**src/rtl/riscv_exec_trace_buf_if.sv**
```systemverilog
// Reader-side bundle of the EX trace buffer: FIFO head entry plus valid/ready handshake.
// The buffer drives the master side; the debug/testbench reader uses the slave side.
interface riscv_exec_trace_buf_if #(
    parameter int XLEN = 32,
    parameter int TS_W = 16
) ();
    logic            rd_valid;
    logic            rd_ready;
    logic [TS_W-1:0] rd_ts;
    logic [XLEN-1:0] rd_pc;
    logic [31:0]     rd_instr;
    logic [6:0]      rd_flags;

    modport master (output rd_valid, rd_ts, rd_pc, rd_instr, rd_flags, input rd_ready);
    modport slave  (input rd_valid, rd_ts, rd_pc, rd_instr, rd_flags, output rd_ready);
endinterface

```
**src/rtl/riscv_exec_trace_buf.sv**
```systemverilog
// EX-stage trace capture: timestamped FIFO of qualifying execute-stage cycles,
// saturating hazard/forwarding event counters and a sticky drop flag.
module riscv_exec_trace_buf #(
    parameter int XLEN        = 32,
    parameter int DEPTH       = 16,
    parameter int TS_W        = 16,
    parameter int CNT_W       = 16,
    parameter int MODE        = 0,
    parameter int STALL_DEDUP = 1
) (
    input  logic                   clk,
    input  logic                   rst_n,
    input  logic                   valid,
    input  logic [31:0]            instr,
    input  logic [XLEN-1:0]        pc,
    input  logic [1:0]             forward_a,
    input  logic [1:0]             forward_b,
    input  logic                   stall_if,
    input  logic                   flush_ex,
    input  logic                   redirect_valid,
    input  logic                   clear,
    riscv_exec_trace_buf_if.master rd,
    output logic [$clog2(DEPTH):0] count,
    output logic                   overflow,
    output logic [CNT_W-1:0]       drop_cnt,
    output logic [CNT_W-1:0]       stall_cnt,
    output logic [CNT_W-1:0]       flush_cnt,
    output logic [CNT_W-1:0]       redir_cnt,
    output logic [CNT_W-1:0]       fwd_cnt
);
    localparam int AW = $clog2(DEPTH);
    localparam int CW = AW + 1;

    typedef struct packed {
        logic [TS_W-1:0] ts;
        logic [XLEN-1:0] pc;
        logic [31:0]     instr;
        logic [6:0]      flags;
    } entry_t;

    function automatic logic [CNT_W-1:0] sat_inc(input logic [CNT_W-1:0] c, input logic en);
        logic [CNT_W-1:0] r;
        if (en && (c != {CNT_W{1'b1}})) r = c + CNT_W'(1);
        else                            r = c;
        return r;
    endfunction

    entry_t            mem_r [DEPTH];
    entry_t            head_r;
    entry_t            head_nxt_s;
    entry_t            new_entry_s;
    logic              head_valid_r;
    logic [AW-1:0]     wr_ptr_r;
    logic [AW-1:0]     rd_ptr_r;
    logic [AW-1:0]     rd_ptr_nxt_s;
    logic [CW-1:0]     count_r;
    logic [CW-1:0]     count_nxt_s;
    logic [TS_W-1:0]   ts_r;
    logic              hist_valid_r;
    logic [XLEN-1:0]   hist_pc_r;
    logic [31:0]       hist_instr_r;
    logic              overflow_r;
    logic [CNT_W-1:0]  drop_cnt_r;
    logic [CNT_W-1:0]  stall_cnt_r;
    logic [CNT_W-1:0]  flush_cnt_r;
    logic [CNT_W-1:0]  redir_cnt_r;
    logic [CNT_W-1:0]  fwd_cnt_r;
    logic              event_s;
    logic              fwd_any_s;
    logic              dup_s;
    logic              capture_s;
    logic              full_s;
    logic              pop_s;
    logic              push_s;
    logic              drop_s;

    // Capture qualification, FIFO push/pop decisions and the next head entry.
    always_comb begin
        fwd_any_s   = (forward_a != 2'b00) || (forward_b != 2'b00);
        event_s     = stall_if || flush_ex || redirect_valid || fwd_any_s;
        dup_s       = (STALL_DEDUP != 0) && stall_if && hist_valid_r &&
                      (pc == hist_pc_r) && (instr == hist_instr_r);
        capture_s   = valid && ((MODE == 0) || event_s) && !dup_s;
        full_s      = (count_r == CW'(DEPTH));
        pop_s       = head_valid_r && rd.rd_ready;
        push_s      = capture_s && (!full_s || pop_s);
        drop_s      = capture_s && full_s && !pop_s;
        new_entry_s = '{ts: ts_r, pc: pc, instr: instr,
                        flags: {redirect_valid, flush_ex, stall_if, forward_b, forward_a}};

        count_nxt_s = count_r;
        case ({push_s, pop_s})
            2'b10:   count_nxt_s = count_r + CW'(1);
            2'b01:   count_nxt_s = count_r - CW'(1);
            default: count_nxt_s = count_r;
        endcase

        rd_ptr_nxt_s = rd_ptr_r;
        if (pop_s) rd_ptr_nxt_s = rd_ptr_r + AW'(1);
        else       rd_ptr_nxt_s = rd_ptr_r;

        // The entry written this edge is not in mem_r yet, so bypass it when it becomes the head.
        head_nxt_s = '0;
        if (count_nxt_s == '0)                              head_nxt_s = '0;
        else if (push_s && (wr_ptr_r == rd_ptr_nxt_s))      head_nxt_s = new_entry_s;
        else                                                head_nxt_s = mem_r[rd_ptr_nxt_s];
    end

    // Free-running timestamp; only a hard reset restarts it.
    always_ff @(posedge clk) begin
        if (!rst_n) ts_r <= '0;
        else        ts_r <= ts_r + TS_W'(1);
    end

    // FIFO storage; no reset needed because reads are gated by the occupancy count.
    always_ff @(posedge clk) begin
        if (rst_n && !clear && push_s) mem_r[wr_ptr_r] <= new_entry_s;
    end

    // FIFO control, registered head, dedup history and event counters.
    always_ff @(posedge clk) begin
        if (!rst_n || clear) begin
            wr_ptr_r     <= '0;
            rd_ptr_r     <= '0;
            count_r      <= '0;
            head_r       <= '0;
            head_valid_r <= 1'b0;
            hist_valid_r <= 1'b0;
            hist_pc_r    <= '0;
            hist_instr_r <= '0;
            overflow_r   <= 1'b0;
            drop_cnt_r   <= '0;
            stall_cnt_r  <= '0;
            flush_cnt_r  <= '0;
            redir_cnt_r  <= '0;
            fwd_cnt_r    <= '0;
        end else begin
            if (push_s) wr_ptr_r <= wr_ptr_r + AW'(1);
            rd_ptr_r     <= rd_ptr_nxt_s;
            count_r      <= count_nxt_s;
            head_r       <= head_nxt_s;
            head_valid_r <= (count_nxt_s != '0);
            if (capture_s) begin
                hist_pc_r    <= pc;
                hist_instr_r <= instr;
            end
            // Dedup only spans an unbroken stall; any unstalled cycle forgets the history.
            hist_valid_r <= stall_if ? (hist_valid_r || capture_s) : 1'b0;
            overflow_r   <= overflow_r || drop_s;
            drop_cnt_r   <= sat_inc(drop_cnt_r, drop_s);
            stall_cnt_r  <= sat_inc(stall_cnt_r, valid && stall_if);
            flush_cnt_r  <= sat_inc(flush_cnt_r, valid && flush_ex);
            redir_cnt_r  <= sat_inc(redir_cnt_r, valid && redirect_valid);
            fwd_cnt_r    <= sat_inc(fwd_cnt_r, valid && fwd_any_s);
        end
    end

    assign rd.rd_valid = head_valid_r;
    assign rd.rd_ts    = head_r.ts;
    assign rd.rd_pc    = head_r.pc;
    assign rd.rd_instr = head_r.instr;
    assign rd.rd_flags = head_r.flags;
    assign count       = count_r;
    assign overflow    = overflow_r;
    assign drop_cnt    = drop_cnt_r;
    assign stall_cnt   = stall_cnt_r;
    assign flush_cnt   = flush_cnt_r;
    assign redir_cnt   = redir_cnt_r;
    assign fwd_cnt     = fwd_cnt_r;
endmodule

```
**src/flat_wrapper.sv**
```systemverilog
// flat-port wrapper written by rule: the top's interface ports become plain ports
module riscv_exec_trace_buf_flat 
#(
    parameter int XLEN        = 32,
    parameter int DEPTH       = 16,
    parameter int TS_W        = 16,
    parameter int CNT_W       = 16,
    parameter int MODE        = 0,
    parameter int STALL_DEDUP = 1
)
  (clk, rst_n, valid, instr, pc, forward_a, forward_b, stall_if, flush_ex, redirect_valid, clear, count, overflow, drop_cnt, stall_cnt, flush_cnt, redir_cnt, fwd_cnt, rd_rd_valid, rd_rd_ts, rd_rd_pc, rd_rd_instr, rd_rd_flags, rd_rd_ready);
  riscv_exec_trace_buf_if #(.XLEN(XLEN), .TS_W(TS_W)) rd_i ();
  input  logic clk;
  input  logic rst_n;
  input  logic valid;
  input  logic [31:0] instr;
  input  logic [XLEN-1:0] pc;
  input  logic [1:0] forward_a;
  input  logic [1:0] forward_b;
  input  logic stall_if;
  input  logic flush_ex;
  input  logic redirect_valid;
  input  logic clear;
  output logic [$clog2(DEPTH):0] count;
  output logic overflow;
  output logic [CNT_W-1:0] drop_cnt;
  output logic [CNT_W-1:0] stall_cnt;
  output logic [CNT_W-1:0] flush_cnt;
  output logic [CNT_W-1:0] redir_cnt;
  output logic [CNT_W-1:0] fwd_cnt;
  output wire logic [$bits(rd_i.rd_valid)-1:0] rd_rd_valid;
  output wire logic [$bits(rd_i.rd_ts)-1:0] rd_rd_ts;
  output wire logic [$bits(rd_i.rd_pc)-1:0] rd_rd_pc;
  output wire logic [$bits(rd_i.rd_instr)-1:0] rd_rd_instr;
  output wire logic [$bits(rd_i.rd_flags)-1:0] rd_rd_flags;
  input wire logic [$bits(rd_i.rd_ready)-1:0] rd_rd_ready;
  assign rd_rd_valid = rd_i.rd_valid;
  assign rd_rd_ts = rd_i.rd_ts;
  assign rd_rd_pc = rd_i.rd_pc;
  assign rd_rd_instr = rd_i.rd_instr;
  assign rd_rd_flags = rd_i.rd_flags;
  assign rd_i.rd_ready = rd_rd_ready;
  riscv_exec_trace_buf #(.XLEN(XLEN), .DEPTH(DEPTH), .TS_W(TS_W), .CNT_W(CNT_W), .MODE(MODE), .STALL_DEDUP(STALL_DEDUP)) u_core (.clk(clk), .rst_n(rst_n), .valid(valid), .instr(instr), .pc(pc), .forward_a(forward_a), .forward_b(forward_b), .stall_if(stall_if), .flush_ex(flush_ex), .redirect_valid(redirect_valid), .clear(clear), .rd(rd_i), .count(count), .overflow(overflow), .drop_cnt(drop_cnt), .stall_cnt(stall_cnt), .flush_cnt(flush_cnt), .redir_cnt(redir_cnt), .fwd_cnt(fwd_cnt));
endmodule
```
**config.mk**
```make
export PLATFORM = sky130hd
export DESIGN_NAME = riscv_exec_trace_buf_flat
export DESIGN_NICKNAME = d
export VERILOG_FILES = /design/src/rtl/riscv_exec_trace_buf_if.sv /design/src/rtl/riscv_exec_trace_buf.sv /design/src/flat_wrapper.sv
export SDC_FILE = /design/constraint.sdc
export NUM_CORES = 2
export LEC_CHECK = 0
export CAP_MARGIN = 20
export CORE_ASPECT_RATIO = 1.5
export CORE_MARGIN = 4
export CORE_UTILIZATION = 55
export CTS_BUF_LIST = sky130_fd_sc_hd__clkbuf_8 sky130_fd_sc_hd__clkbuf_16
export DETAILED_ROUTE_END_ITERATION = 16
export GPL_TIMING_DRIVEN = 0
export PLACE_DENSITY = 0.73
export SYNTH_ARGS = -nofsm -noshare
export SYNTH_HDL_FRONTEND = slang
export SYNTH_SLANG_ARGS = --single-unit
```
**constraint.sdc**
```tcl
create_clock -name clk -period 16.29 [get_ports clk]
set_clock_uncertainty 0.1 [all_clocks]
set_input_delay 4.0725 -clock clk [delete_from_list [all_inputs] [get_ports clk]]
set_output_delay 4.0725 -clock clk [all_outputs]
set_load 0.1 [all_outputs]
```
### Word-level counts from Yosys, hierarchy flattened

Memory sizes are Yosys's and may differ from the RTL's. A register that Yosys moved wholly into a read port is not among the register bits.
Index checks and enable logic that the tools add are counted.

* equality and inequality tests: 10
* reductions and logical operators: 35
* multiplexer cells: 4
* $add $sub $neg: 10
* bitwise logic cells: 1

Operators by type and width (number)
* $add A16 B1 Y16 const B: 6
* $ne A16 B16 Y1 const B: 5
* $eq A32 B32 Y1: 2
* $logic_and A1 B1 Y1: 19
* $pmux W5 S2: 1
* $add A4 B1 Y4 const B: 2
* $add A5 B1 Y5 const B: 1
* $eq A5 B5 Y1 const B: 1
* $logic_not A1 Y1: 5
* $logic_not A5 Y1: 1
* $logic_or A1 B1 Y1: 5
* $reduce_bool A5 Y1: 1
* $sub A5 B1 Y5 const B: 1
* $mux W4: 1
* $reduce_bool A2 Y1: 2
* $reduce_or A2 Y1: 2
* $eq A2 B1 Y1 const B: 1
* $eq A2 B2 Y1 const B: 1
* $mux W1: 2
* $not A1 Y1: 1

* output and inout port bits: 174
* bits in registers: 176
* word-level logic and storage cells: 75
* bits of input ports: 76
* memory bits (writable): 1392
* memories kept: 1

Memory list
* u_core.mem_r: depth 16, width 87, read ports 1, clocked after memory_dff 1, write ports 1, line riscv_exec_trace_buf.sv:48 `entry_t mem_r [DEPTH];`

### Logic depth before layout (Yosys ltp)

* depth after elaboration: 10
* mapped depth: 19

### Worst setup path before layout

Ideal clock, no wire load.

* path kind: input port to flip-flop
* from: input port pc[20]
* to: memory u_core.mem_r[0][0] (netlist bit), enable pin
* library setup time: 639 ps
* path slack: 4343 ps
* cell stages on the path: 9
* data required time: 15551 ps
* buffers on the path: 2
* arrival: 11209 ps
* path through: nand2b_1 > o2111ai_1 > nor4_1 > nand4_1 > o21a_1 > clkbuf_1 > clkbuf_1 > nand4_1 > nor3_1

* word-level cells in the longest chain between the ends: 9

Ends and longest elaborated chain
* start: declaration: line flat_wrapper.sv:17 `input logic [XLEN-1:0] pc;`
* $eq A32 B32 Y1: line riscv_exec_trace_buf.sv:82 `(pc == hist_pc_r) && (instr == hist_instr_r);`
* $logic_and A1 B1 Y1: line riscv_exec_trace_buf.sv:81 `dup_s = (STALL_DEDUP != 0) && stall_if && hist_valid_r &&`
* $logic_and A1 B1 Y1: line riscv_exec_trace_buf.sv:82
* $logic_not A1 Y1: line riscv_exec_trace_buf.sv:83 `capture_s = valid && ((MODE == 0) || event_s) && !dup_s;`
* $logic_and A1 B1 Y1: line riscv_exec_trace_buf.sv:83
* $logic_and A1 B1 Y1: line riscv_exec_trace_buf.sv:86 `push_s = capture_s && (!full_s || pop_s);`
* $logic_and A1 B1 Y1: line riscv_exec_trace_buf.sv:117 `if (rst_n && !clear && push_s) mem_r[wr_ptr_r] <= new_entry_s;`
* $mux W1: line riscv_exec_trace_buf.sv:117
* $mux W1 (implied by the code): line riscv_exec_trace_buf.sv:117
* end: declaration: line riscv_exec_trace_buf.sv:48

Every way passes these cells.

### Worst setup path in the final report

* from: input port pc[20]
* to: register u_core.head_r, in the netlist u_core.rd.rd_instr[16]

* word-level cells in the longest chain between the ends: 10

Ends and longest elaborated chain
* $eq A32 B32 Y1 (*): line riscv_exec_trace_buf.sv:82
* $logic_and A1 B1 Y1 (*): line riscv_exec_trace_buf.sv:81
* $logic_and A1 B1 Y1 (*): line riscv_exec_trace_buf.sv:82
* $logic_not A1 Y1 (*): line riscv_exec_trace_buf.sv:83
* $logic_and A1 B1 Y1 (*): line riscv_exec_trace_buf.sv:83
* $logic_and A1 B1 Y1 (*): line riscv_exec_trace_buf.sv:86
* $eq A2 B1 Y1 or $eq A2 B2 Y1 (tied branches): line riscv_exec_trace_buf.sv:92 `case ({push_s, pop_s})`
* $pmux W5 S2 (*): line riscv_exec_trace_buf.sv:92
* $logic_not A5 Y1 (*): line riscv_exec_trace_buf.sv:104 `if (count_nxt_s == '0) head_nxt_s = '0;`
* $reduce_or A2 Y1 (no source line) (*)
* end signal: assignment: line riscv_exec_trace_buf.sv:141 `head_r <= head_nxt_s;`
* end: declaration: line riscv_exec_trace_buf.sv:49 `entry_t head_r;`

Every way passes the cells marked *; elsewhere a longest branch is shown, timed or not.
A chain may end at the register's enable or synchronous reset.

==> results.sh <==
export IMPL_totalPowerFinal_uw=8710
export IMPL_via_per_inst=6.36
export IMPL_max_cap_violations=0
export IMPL_mostFrequentLayoutCell="edfxtp_1"
export IMPL_fillers=8507
export IMPL_p_leak_uw=0.0247
export IMPL_post_route_period_util_pct=65.2
export IMPL_wl_met3_um=15300
export IMPL_die_w_um=290
export IMPL_io_buffers=248
export IMPL_dp_cells=6733
export IMPL_hold_viol=0
export IMPL_area_growth_pct=16.3
export IMPL_yosysUniqueCellTypes=54
export IMPL_dieArea_mm2=0.125
export IMPL_grt_pass1_wl_um=280000
export IMPL_power_density_mw_per_mm2=114
export IMPL_synth_nets=4932
export IMPL_cts_made_buffers=149
export IMPL_ir_worst_vdd_mv=0.108
export IMPL_crit_start="pc[20]"
export IMPL_overflow=0
export IMPL_hold_buffers=0
export IMPL_routed_wl_met2_um=97100
export IMPL_crit_type="in -> reg"
export IMPL_grt_use_total_pct=29.9
export IMPL_tightest_slew_ns=1.18
export IMPL_grt_max_degree=33
export IMPL_arrival_ns=11.16
export IMPL_synth_ff_latch_count=1655
export IMPL_wl_met1_um=66500
export IMPL_synth_edff_count=1392
export IMPL_clock_latency_ns=0.79
export IMPL_min_path_type="reg -> reg"
export IMPL_slew_violations=0
export IMPL_antenna_found_initial=7
export IMPL_ys_warn_count=0
export IMPL_syn_avg_cell_area_um2=13.6
export IMPL_start_util_pct=55.3
export IMPL_fin_nets=5406
export IMPL_stdcell_count=7013
export IMPL_synth_main_ff_cell="edfxtp_1"
export IMPL_first_pass_iters=6
export IMPL_r2r_start="u_core.hist_instr_r[20]"
export IMPL_clkTransAtPathRegs_ns=0.07
export IMPL_final_cell_mix="edfxtp_1 (1392), nand2_1 (970), and3_1 (364)"
export IMPL_status="finished, final reports clean"
export IMPL_cts_resized=0
export IMPL_antenna_left=0
export IMPL_ys_async_sr_fraction_pct=0
export IMPL_core_mm2=0.119
export IMPL_vias=44600
export IMPL_rows=155
export IMPL_synth_seq_area_share_pct=71.7
export IMPL_drc=0
export IMPL_layout_drive_gt1_share_pct=6.93
export IMPL_routed_wirelength_um=192000
export IMPL_numClockSinks=1655
export IMPL_wl_per_cell_um=27.4
export IMPL_root_buffer="clkbuf_16"
export IMPL_post_cts_buffers=0
export IMPL_rsz0062_at_grt="no"
export IMPL_syn_area_mm2=0.0656
export IMPL_htree_levels=4
export IMPL_crit_path_end_kind="register"
export IMPL_cts_tree="built"
export IMPL_hpwl_um=132000
export IMPL_cts_buffer_depth=3
export IMPL_cp_max_fo=20
export IMPL_max_freq_ghz=0.0942
export IMPL_grt_pass1_vias=44600
export IMPL_setup_viol=0
export IMPL_place_congestion=0.890
export IMPL_drt_first_iter_violations=5682
export IMPL_worstHoldStart="u_core.hist_instr_r[2]"
export IMPL_fp_dieH_um=431
export IMPL_max_slew_margin_pct=21.1
export IMPL_fin_crit_ns=10.62
export IMPL_routed_top_layer="met5"
export IMPL_ioPinCount=250
export IMPL_syn_inst=4840
export IMPL_critPathLaunchType="input pin"
export IMPL_cp_required_ns=16.83
cell usage after synthesis, types with 5 or more instances:
cell | instances | share of area (%)
a211oi_1 | 349 | 4.0
nor2b_1 | 14 | 0.13
xor2_1 | 44 | 0.59
and3_1 | 364 | 3.5
a21oi_1 | 78 | 0.59
o21ai_0 | 12 | 0.091
buf_1 | 20 | 0.11
nand3_1 | 43 | 0.33
xnor2_1 | 75 | 1.0
buf_2 | 40 | 0.30
inv_1 | 22 | 0.13
dfxtp_1 | 263 | 8.0
nor3_1 | 13 | 0.099
a311oi_1 | 348 | 4.6
o2111ai_1 | 6 | 0.080
nand4_1 | 39 | 0.37
edfxtp_1 | 1392 | 64
nand2b_1 | 29 | 0.28
mux2i_1 | 99 | 1.5
and4_1 | 11 | 0.15
o41ai_1 | 89 | 1.2
nor2_1 | 98 | 0.56
or3_1 | 10 | 0.095
ha_1 | 15 | 0.29
nand2_1 | 970 | 5.5
o211ai_1 | 5 | 0.057
nor4_1 | 13 | 0.12
clkbuf_1 | 314 | 1.8
and2_1 | 21 | 0.20
logic make-up after synthesis:
logic type / share of synthesized area, %
compound gates: 11.0
xor+xnor: 1.59
fa+ha+maj: 0.316
buf+inv: 2.40
flops: 71.7
mux: 1.53
simple gates: 11.4
power by group:
group	internal [µW]	switching (µW)
logic	131	410
registers	4600	15.4
clock network	1990	1560
total	6720	1990
sequential cells by signal, summed over array words and instances, names as in the netlist:
| signal | cells |
|---|---|
| u_core.count | 5 |
| u_core.drop_cnt | 16 |
| u_core.flush_cnt | 16 |
| u_core.fwd_cnt | 16 |
| u_core.hist_instr_r | 32 |
| u_core.hist_pc_r | 32 |
| u_core.hist_valid_r | 1 |
| u_core.mem_r | 1392 |
| u_core.overflow | 1 |
| u_core.rd.rd_flags | 7 |
| u_core.rd.rd_instr | 32 |
| u_core.rd.rd_pc | 32 |
| u_core.rd.rd_ts | 16 |
| u_core.rd.rd_valid | 1 |
| u_core.rd_ptr_r | 4 |
| u_core.redir_cnt | 16 |
| u_core.stall_cnt | 16 |
| u_core.ts_r | 16 |
| u_core.wr_ptr_r | 4 |
final timing paths:
check | endpoint | slack, ns | depth (start not counted)
max | u_core.rd.rd_instr[16] | 5.67 | 20
min reg2reg | u_core.hist_instr_r[2] | 0.36 | 2
min | u_core.hist_instr_r[2] | 0.36 | 2
max reg2reg | u_core.rd.rd_instr[16] | 9.61 | 19
critical path: stages:
cell             delay, ns
clkdlybuf4s50_1       0.91
nor2b_1               0.37
a2111o_1              0.41
nor4_1                0.27
nand4_1               0.17
o21a_1                0.20
clkbuf_1              0.32
and2_1                0.33
inv_1                 0.08
ha_1                  0.31
ha_1                  0.32
a21o_1                0.17
a21oi_1               0.19
xor2_1                0.12
or4_1                 0.43
nand3_1               0.37
buf_2                 0.73
clkbuf_1              0.71
o41ai_1               0.24
mux2i_1               0.41
cell type report:
type / count / area, µm² / area share [%]
clock buffers: 174 / 4150 / 5.44
well taps: 1570 / 1960 / 2.57
plain buffers: 378 / 1500 / 1.97
repair buffers: 323 / 3670 / 4.81
inverters: 22 / 82.6 / 0.108
flip-flops and latches: 1655 / 47100 / 61.6
clock inverters: 102 / 805 / 1.05
diodes: 4 / 10.0 / 0.0131
multi-input cells: 2785 / 17100 / 22.4
layer usage:
metal	up-vias	GRT usage (%)
met5	-	0
met4	4	18.5
met3	592	5.26
met2	2403	51.8
met1	22000	34.7
li1	19600	-
per-stage QoR:
stage          TNS (ns)  hold WS (ns)  cell area, µm²  util (%)  setup slack, ns
2_1_floorplan         0         0.336           65600         -             4.34
3_3_place_gp    -627.36         0.345           70100      59.1            -2.04
6_report              0         0.358           76400      64.3             5.67
4_1_cts               0         0.359           76400      64.3             5.87
5_1_grt               0         0.376           76400      64.3             5.62
3_5_place_dp          0         0.350           71400      60.2             5.05
Power figures use the tool's default switching activity.
